File: src/rtl/c_result_reader.sv
// c_result_reader
//   Drains the C result buffer after a matmul run and streams it out as
//   WORD_W-bit words over valid/ready. Row indices are issued to the C buffer
//   (registered read, data one cycle later); each row is captured into a
//   two-slot prefetch buffer and emitted MSB word first.
//
// Ports
//   clk, rst        : clock, async active-high reset
//   start, num_rows : begin a drain of num_rows rows (sampled while idle)
//   busy, done      : drain in progress / one-cycle completion pulse
//   C_wr_en         : tied low, this block only reads
//   C_index         : row address to the C buffer
//   C_data_out      : row returned by the C buffer
//   out_valid/out_ready/out_data/out_last : word stream, last on final word
module c_result_reader #(
    parameter int N_COLS = 4,
    parameter int WORD_W = 32,
    parameter int ROW_W  = 128,
    parameter int IDX_W  = 16
) (
    input  logic              clk,
    input  logic              rst,
    input  logic              start,
    input  logic [7:0]        num_rows,
    output logic              busy,
    output logic              done,
    output logic              C_wr_en,
    output logic [IDX_W-1:0]  C_index,
    input  logic [ROW_W-1:0]  C_data_out,
    output logic              out_valid,
    input  logic              out_ready,
    output logic [WORD_W-1:0] out_data,
    output logic              out_last
);
    localparam int CW = $clog2(N_COLS);

    typedef enum logic [1:0] {S_IDLE, S_RUN, S_FINISH} state_t;

    state_t state, state_nxt;

    logic [7:0]     rows_q;      // latched num_rows
    logic [7:0]     fetch_cnt;   // rows issued to the C buffer
    logic [7:0]     row_cnt;     // rows fully streamed out
    logic [CW-1:0]  word_cnt;    // word within head row

    logic [1:0][ROW_W-1:0] slot; // two-row prefetch buffer
    logic           wr_ptr, rd_ptr;
    logic [1:0]     held;        // rows sitting in slots
    logic           inflight;    // read issued last edge, data arriving now

    logic [N_COLS-1:0][WORD_W-1:0] head_words;

    logic start_ok, accept, row_done, last_row, issue;

    // Word 0 is the most significant field of the row.
    for (genvar c = 0; c < N_COLS; c++) begin : g_word
        assign head_words[c] = slot[rd_ptr][ROW_W-1-c*WORD_W -: WORD_W];
    end

    assign start_ok = start && (state != S_RUN);
    assign out_valid = (state == S_RUN) && (held != 2'd0);
    assign accept   = out_valid && out_ready;
    assign row_done = accept && (word_cnt == CW'(N_COLS-1));
    assign last_row = (row_cnt == rows_q - 8'd1);
    // Rows held plus the one in flight never exceed the two slots.
    assign issue    = (state == S_RUN) && ((held + {1'b0, inflight}) < 2'd2)
                      && (fetch_cnt < rows_q);

    assign out_data = out_valid ? head_words[word_cnt] : '0;
    assign out_last = row_done || (out_valid && (word_cnt == CW'(N_COLS-1)))
                      ? (out_valid && (word_cnt == CW'(N_COLS-1)) && last_row) : 1'b0;
    assign busy     = (state == S_RUN);
    assign done     = (state == S_FINISH);
    assign C_wr_en  = 1'b0;
    assign C_index  = {{(IDX_W-8){1'b0}}, fetch_cnt};

    always_ff @(posedge clk or posedge rst) begin
        if (rst) state <= S_IDLE;
        else     state <= state_nxt;
    end

    always_comb begin
        state_nxt = state;
        case (state)
            S_IDLE, S_FINISH: begin
                if (start)                 state_nxt = (num_rows == 8'd0) ? S_FINISH : S_RUN;
                else                       state_nxt = S_IDLE;
            end
            S_RUN: if (row_done && last_row) state_nxt = S_FINISH;
            default:                       state_nxt = S_IDLE;
        endcase
    end

    always_ff @(posedge clk or posedge rst) begin
        if (rst) begin
            rows_q    <= '0;
            fetch_cnt <= '0;
            row_cnt   <= '0;
            word_cnt  <= '0;
            slot      <= '0;
            wr_ptr    <= 1'b0;
            rd_ptr    <= 1'b0;
            held      <= '0;
            inflight  <= 1'b0;
        end else if (start_ok) begin
            rows_q    <= num_rows;
            fetch_cnt <= '0;
            row_cnt   <= '0;
            word_cnt  <= '0;
            wr_ptr    <= 1'b0;
            rd_ptr    <= 1'b0;
            held      <= '0;
            inflight  <= 1'b0;
        end else if (state == S_RUN) begin
            // The C buffer samples C_index on the issuing edge; its data is
            // on C_data_out during the next cycle and captured one edge later.
            inflight <= issue;
            if (issue) fetch_cnt <= fetch_cnt + 8'd1;
            if (inflight) begin
                slot[wr_ptr] <= C_data_out;
                wr_ptr       <= ~wr_ptr;
            end
            if (accept) word_cnt <= word_cnt + 1'b1;
            if (row_done) begin
                rd_ptr  <= ~rd_ptr;
                row_cnt <= row_cnt + 8'd1;
            end
            case ({inflight, row_done})
                2'b10:   held <= held + 2'd1;
                2'b01:   held <= held - 2'd1;
                default: held <= held;
            endcase
        end
    end
endmodule
File: config.mk
export PLATFORM = sky130hd
export DESIGN_NAME = c_result_reader
export DESIGN_NICKNAME = d
export VERILOG_FILES = /design/src/rtl/c_result_reader.sv
export SDC_FILE = /design/constraint.sdc
export NUM_CORES = 1
export LEC_CHECK = 0
export ABC_AREA = 1
export CORE_MARGIN = 5
export CORE_UTILIZATION = 45
export DETAILED_ROUTE_END_ITERATION = 16
export PLACE_DENSITY = 0.68
export SETUP_SLACK_MARGIN = 0.15
export SYNTH_ARGS = -nofsm -noshare
export SYNTH_HDL_FRONTEND = slang
export SYNTH_SLANG_ARGS = --single-unit
File: constraint.sdc
create_clock -name clk -period 16.5 [get_ports clk]
set_clock_uncertainty 0.05 [all_clocks]
set_input_delay 3.3 -clock clk [delete_from_list [all_inputs] [get_ports clk]]
set_output_delay 3.3 -clock clk [all_outputs]
set_load 0.1 [all_outputs]
==> tab_implementation.tex, run 1 <==
\begin{tabular}{lr}
\hline
Metric & Value \\
\hline
\multicolumn{2}{l}{\textbf{Final layout}} \\
Share of cells above drive strength 1 & 4.685\% \\
Total non-filler cell area in the finished layout & 16680 µm² \\
Commonest cells after routing, fill and taps aside & o21ai\_0, nand2\_1, dfrtp\_1 \\
Number of fill cells & 2757 \\
Relative area change from synthesis to final layout & 21.84\% \\
Core utilization of the finished layout & 55.84\% \\
Total Nets Final & slightly below 2000 \\
Most common cell after layout, fill and taps aside & o21ai\_0 \\
Diode insertion count for antenna repair & 0 \\
\multicolumn{2}{l}{\textbf{Clock tree}} \\
CTS tree & built \\
CTS max path bufs & 3 \\
Hold\_buf cts & 0 \\
Worst-skew pair later-pin latency & 0.55 ns \\
Number of gates resized after cts & 0 \\
Number of buffers added for setup after CTS & 0 \\
H-tree Lvls & 1 \\
TritonCTS buffer count & 31 \\
Clock root buffer & clkbuf\_16 \\
Number of clock sinks & 289 \\
Clock transition at the registers of the reported paths & roughly 0.060 ns \\
\multicolumn{2}{l}{\textbf{Run status}} \\
Run status & finished clean \\
\multicolumn{2}{l}{\textbf{Route}} \\
Highest routing layer actually used & met5 \\
Total length of routed met2 wires & 19000 µm \\
Final routed wirelength across all metal layers & 38590 µm \\
First-pass iteration count of the detailed router & 6 \\
Met1 WL & around 16000 µm \\
Detailed-route wire length per cell & 17.18 µm \\
Post-route DRC violation count & 0 \\
Count of routing violations after the opening detailed-route iteration & 1075 \\
Detailed route wirelength on metal3 & 2302 µm \\
Via-per-instance ratio & 5.331 \\
Post-route ant nets & 0 \\
Detailed-route via count & 11980 \\
\multicolumn{2}{l}{\textbf{Synthesis}} \\
Yosys warning count & 0 \\
Sequential cell area fraction in the yosys report & 52.82\% \\
Post-Synth Adder-Cell Area & 1.005\% \\
Xor and xnor area share after synthesis & 0.8955\% \\
Post-Synthesis Cell Area & 13690 µm² \\
Synthesized-area fraction occupied by ao, oa, aoi and oai cells & between 15 and 20\% \\
Average size of a mapped cell & 7.984 µm² \\
Post-synthesis sequential element count & roughly 290 \\
Synthesized-area fraction occupied by and/or/nand/nor cells & 17.11\% \\
Post-synthesis mux area share & 0\% \\
Number of unique standard cell types used by synthesis & 35 \\
Combinational family with the most area after synthesis & compound AO/OA/AOI/OAI gates \\
Mapped Cells & 1715 \\
\multicolumn{2}{l}{\textbf{Setup path}} \\
Critical path class & flip-flop to primary output \\
List of cells traversed by the critical path & clkinv\_2, buf\_4, o21ai\_0, o22ai\_1, o21ai\_0, nor2\_1, clkdlybuf4s50\_1 \\
Endpoint type of the worst setup path & primary output \\
CP dominant cell by count & o21ai\_0 \\
Worst path required time & 13.15 ns \\
Type of element launching the critical path & flip-flop \\
Critical path arrival & around 4.5 ns \\
CP peak stage delay & 1.18 ns \\
CP max FO & 82 \\
Worst path slowest cell & clkdlybuf4s50\_1 \\
\multicolumn{2}{l}{\textbf{STA}} \\
Final max-slew violation count & 0 \\
Worst slew margin relative to its limit & 26.04\% \\
Setup TNS & 0 ns \\
Final setup violating endpoints & 0 \\
RSZ-0062 raised after global routing & no \\
Fin. Hold Viols & 0 \\
Minimum period implied by the final worst setup slack & about 7.8 ns \\
Fmax achieved & 0.1279 GHz \\
Slew @ Worst Pin & 1.109 ns \\
Final period utilization & between 40\% and 50\% \\
\multicolumn{2}{l}{\textbf{Pwr}} \\
Net switching fraction of the power & 44.29\% \\
LEAKAGE & 8.028 nW \\
Sw power & 1.530 mW \\
Worst vdd rail ir drop & 198.0 µV \\
Int Pwr & 1.924 mW \\
Sequential share of power & 36.4\% \\
Clock power share & 20.4\% \\
Pwr Density & 207.1 nW/µm² \\
Combinational share of power & a little over two fifths \\
\multicolumn{2}{l}{\textbf{Die}} \\
Die boundary height & 184.4 µm \\
Std-Cell Rows & between 60 and 70 \\
Floorplan die width & 184.4 µm \\
Placeable core region & approximately 30000 µm² \\
I/O pin count & 193 \\
Initial Utilization & 45.83\% \\
Area of the die & 34010 µm² \\
\multicolumn{2}{l}{\textbf{Placed design}} \\
Port Buf Inserts & 183 \\
GPL Wtd Cong & 0.8329 \\
DP Wirelength & approximately 25000 µm \\
Instance area at placement & 15650 µm² \\
\multicolumn{2}{l}{\textbf{Global route}} \\
Global-route wire length before repair & 61550 µm \\
Grt total ovfl & 0 \\
Initial antenna violation count & 1 \\
Number of global-route vias before repair & around 12000 \\
Total GRT Usage & 22.38\% \\
Largest net degree at the start of global routing & 115 \\
\multicolumn{2}{l}{\textbf{Min path}} \\
Worst min path class & flip-flop to flip-flop \\
\multicolumn{2}{l}{\textbf{Job}} \\
Max-capacitance violation count & 0 \\
\hline
\end{tabular}
-- worst max-delay path: cells and delay by family (launching register included) --
| kind | cells | cell delay (ns) |
|---|---|---|
| AOI/OAI and AO/OA | 3 | 0.40 |
| buffers and inverters | 3 | 2.52 |
| DFF | 1 | 0.66 |
| and+or+nand+nor | 1 | 0.27 |
-- cell type report --
class                   count  area [µm²]  share of cell area, %
inverters                 168       640.6                  3.840
clock buffers              44       894.6                  5.363
multi-input cells        1146        5345                  32.04
flip-flops and latches    289        7237                  43.38
well taps                 390       488.0                  2.925
clock inverters            13       140.1                 0.8400
repair buffers            197        1937                  11.61
-- power groups by stage --
stage          registers [mW]  clock network [mW]  logic [mW]
6_report                 1.26               0.703        1.49
5_1_grt                  1.29               0.746        1.66
4_1_cts                  1.25               0.713        1.50
3_5_place_dp             1.26                   0        1.50
3_3_place_gp             1.25                   0        1.47
2_1_floorplan            1.24                   0        1.10
-- metal layers --
layer	track usage [%]	vias to the layer above
li1	-	5784
met1	30.21	5746
met2	38.22	383
met3	3.118	63
met4	5.856	2
met5	0	-
-- Yosys cell counts, drive strengths merged --
master	n	area share, %
o21a	1	0.055
nand2	331	9.1
a31oi	1	0.046
clkbuf	63	1.7
ha	11	1.0
nor3	6	0.34
xnor2	4	0.26
o22ai	64	2.9
buf	57	2.2
nor2	224	6.2
o21ai	440	16
dfrtp	289	53
nand4	2	0.091
o211ai	1	0.055
a211oi	1	0.055
o31ai	1	0.055
conb	1	0.027
inv	167	4.6
and3	1	0.046
nand3	29	1.2
a21oi	9	0.33
clkinv	1	0.037
and2	1	0.046
xor2	10	0.64
-- through the flow --
step                      hold slack, ns  setup slack (ns)  std cells  power (mW)
after CTS                         0.4325             8.738       2247       3.468
after detailed placement          0.4174             9.349       2190       2.755
after floorplan                   0.3978             5.173       1723       2.342
after global placement            0.4091             9.382       2190       2.720
after global routing              0.4449             8.447       2247       3.698
final                             0.4292             8.681       2247       3.454
-- final timing paths --
| path | slack, ns | endpoint | cells past startpoint | start |
|---|---|---|---|---|
| setup / recovery | 8.68 | out_data[5] | 7 | rd_ptr |
| hold / removal | 0.43 | slot[162] | 2 | slot[162] |
| setup reg to reg | 13.17 | slot[116] | 6 | state[0] |
| hold reg to reg | 0.43 | slot[162] | 2 | slot[162] |
| max in group asynchronous | 10.74 | rd_ptr | 4 | rst |
| min in group asynchronous | 3.20 | slot[121] | 2 | rst |
-- kinds of logic (layout without fill, tap and decap cells) --
logic type      count (synthesis)  in the layout
simple gates                  594            594
compound gates                518            518
flops                         289            289
buf+inv                       288            422
xor+xnor                       14             14
fa+ha+maj                      11             11
other cells                     1              9
-- registers in the layout, indices dropped and copies added (netlist names) --
name / cells
rd_ptr: 1
inflight: 1
word_cnt: 2
slot: 256
fetch_cnt: 8
row_cnt: 8
held: 2
state: 2
rows_q: 8
wr_ptr: 1
Power figures use the tool's default switching activity.
==> run 2: changes to the inputs <==
--- a/config.mk
+++ b/config.mk
@@ -9,7 +9,7 @@
 export CORE_MARGIN = 5
 export CORE_UTILIZATION = 45
 export DETAILED_ROUTE_END_ITERATION = 16
-export PLACE_DENSITY = 0.68
+export PLACE_DENSITY = 0.7
 export SETUP_SLACK_MARGIN = 0.15
 export SYNTH_ARGS = -nofsm -noshare
 export SYNTH_HDL_FRONTEND = slang
==> constraint.sdc (replaced) <==
create_clock -name clk -period 7 [get_ports clk]
set_clock_uncertainty 0.05 [all_clocks]
set_input_delay 1.4 -clock clk [delete_from_list [all_inputs] [get_ports clk]]
set_output_delay 1.4 -clock clk [all_outputs]
set_load 0.1 [all_outputs]
==> tab_implementation.tex, run 2 (synthesized netlist as in run 1, its figures left out) <==
\begin{tabular}{lr}
\hline
Metric & Value \\
\hline
\multicolumn{2}{l}{\textbf{Setup path}} \\
List of cells traversed by the critical path & buf\_4, o21ai\_0, o22ai\_1, o21ai\_0, nor2\_1, clkdlybuf4s50\_1 \\
Worst path buffer plus inverter count & 2 \\
Worst path slowest cell & clkdlybuf4s50\_1 \\
Endpoint type of the worst setup path & primary output \\
CP dominant cell by count & o21ai\_0 \\
CP max FO & 92 \\
Largest delay contributor family on the critical path & buffers and inverters \\
Capture point of the worst reg-to-reg path & slot[132] \\
Type of element launching the critical path & flip-flop \\
Worst path required time & 5.55 ns \\
Worst r2r path cells & 6 \\
CP peak stage delay & $\sim$1.2 ns \\
Critical path class & flip-flop to primary output \\
Critical path arrival & around 4.1 ns \\
Worst R2R Start & state[1] \\
Setup slack of the worst register-to-register path & 4.39 ns \\
\multicolumn{2}{l}{\textbf{Route}} \\
Final routed wirelength across all metal layers & 37920 µm \\
First-pass iteration count of the detailed router & 6 \\
Count of routing violations after the opening detailed-route iteration & 1226 \\
Via-per-instance ratio & 5.315 \\
Detailed-route wire length per cell & approximately 17 µm \\
Post-route DRC violation count & 0 \\
Detailed-route via count & 11940 \\
Post-route ant nets & 0 \\
\multicolumn{2}{l}{\textbf{Final layout}} \\
Most common cell after layout, fill and taps aside & o21ai\_0 \\
Total Nets Final & 1983 \\
Register with the highest flop count & slot \\
Core utilization of the finished layout & 55.73\% \\
Relative area change from synthesis to final layout & 21.60\% \\
Diode insertion count for antenna repair & 0 \\
Commonest cells after routing, fill and taps aside & o21ai\_0, nand2\_1, dfrtp\_1 \\
Post-layout instance count excluding filler cells & 2246 \\
Share of cells above drive strength 1 & around 4.4\% \\
Flip-flop count of the largest register, all copies and words added & between 200 and 300 \\
\multicolumn{2}{l}{\textbf{Min path}} \\
Worst min path class & flip-flop to flip-flop \\
Hold path depth & 2 \\
Worst Min Path Start & slot[13] \\
Sink of the worst hold path & slot[13] \\
\multicolumn{2}{l}{\textbf{Clock tree}} \\
Number of clock sinks & 289 \\
Hold\_buf cts & 0 \\
CTS max path bufs & 3 \\
Clock root buffer & clkbuf\_16 \\
Clock transition at the registers of the reported paths & about 0.06 ns \\
Number of buffers added for setup after CTS & 0 \\
H-tree Lvls & 1 \\
Worst-skew pair later-pin latency & around 0.55 ns \\
Number of gates resized after cts & 0 \\
CTS tree & built \\
TritonCTS buffer count & 31 \\
\multicolumn{2}{l}{\textbf{Job}} \\
Max-capacitance violation count & 0 \\
\multicolumn{2}{l}{\textbf{Global route}} \\
Number of global-route vias before repair & 11630 \\
Global-route wire length before repair & around 60000 µm \\
Grt total ovfl & 0 \\
Largest net degree at the start of global routing & roughly 260 \\
Total GRT Usage & 21.83\% \\
Initial antenna violation count & 0 \\
\multicolumn{2}{l}{\textbf{Run status}} \\
Run status & finished clean \\
\multicolumn{2}{l}{\textbf{Die}} \\
Std-Cell Rows & 63 \\
Floorplan die width & 184.4 µm \\
Initial Utilization & 45.83\% \\
Placeable core region & 29870 µm² \\
I/O pin count & 193 \\
Die boundary height & 184.4 µm \\
Area of the die & around 34000 µm² \\
\multicolumn{2}{l}{\textbf{STA}} \\
Final setup violating endpoints & 0 \\
RSZ-0062 raised after global routing & no \\
Smallest hold slack & 0.4276 ns \\
Fin. Hold Viols & 0 \\
Final max-slew violation count & 0 \\
Setup TNS & 0 ns \\
Worst slew margin relative to its limit & 18.24\% \\
Minimum period implied by the final worst setup slack & 5.578 ns \\
Final period utilization & 79.68\% \\
Slew @ Worst Pin & 1.226 ns \\
Fmax achieved & around 0.18 GHz \\
\multicolumn{2}{l}{\textbf{Pwr}} \\
Worst vdd rail ir drop & 725.6 µV \\
LEAKAGE & 7.994 nW \\
Pwr Density & 483.5 nW/µm² \\
Final total power & 8.051 mW \\
\multicolumn{2}{l}{\textbf{Placed design}} \\
Port Buf Inserts & 183 \\
Cell count after placement & between 2000 and 2500 \\
GPL Wtd Cong & 0.8040 \\
DP Wirelength & 24190 µm \\
\hline
\end{tabular}
[run 2: cell count changes in the layout (fill, tap and decap cells not counted), sizes merged]
cell,delta
clkbuf,+7
clkinv,-7
inv,+1
clkinvlp,+2
bufinv,-3
buf,-1
[run 2: layout make-up]
type | instances | area (µm²)
Timing Repair Buffer | 196 | 1954
Fill cell | 2719 | 13230
Multi-Input combinational cell | 1146 | 5345
Inverter | 168 | 638.1
Sequential cell | 289 | 7237
Clock buffer | 51 | 950.9
Clock inverter | 6 | 36.28
Tap cell | 390 | 488.0
[run 2: routing by layer]
layer	global-route usage, %	wire [µm]	part of all wire, %	vias to the layer above
li1	-	-	-	5801
met1	29.91	16270	43	5697
met2	36.12	18220	48	382
met3	3.434	2200	5.8	57
met4	6.448	1221	3.2	0
met5	0	0	0	-
[run 2: how the worst max path moves through the flow]
stage	from	end	slack, ns	cells past startpoint
finish	rd_ptr	out_data[10]	1.42	6
global route	rd_ptr	out_data[21]	1.21	7
CTS	rd_ptr	out_data[30]	1.46	6
detailed placement	rd_ptr	out_data[30]	2.06	6
global placement	rd_ptr	out_data[30]	2.05	6
floorplan	rst	fetch_cnt[0]	1.72	1
[run 2: tightest hold or removal path: stages (launching register included)]
cell     delay [ns]
dfrtp_1        0.33
nand2_1        0.05
o21ai_0        0.06
[run 2: stage by stage]
stage / cell area, µm² / setup WS [ns]
2_1_floorplan: 13730 / 1.717
3_3_place_gp: 15660 / 2.055
3_5_place_dp: 15660 / 2.055
4_1_cts: 16650 / 1.458
5_1_grt: 16650 / 1.205
6_report: 16650 / 1.422
[run 2: power breakdown]
group | internal, mW | switching [mW] | leakage, nW | total, mW
Combinational | 1.06 | 2.44 | 4.00 | 3.50
Clock | 0.919 | 0.664 | 0.486 | 1.58
Sequential | 2.49 | 0.476 | 3.51 | 2.96
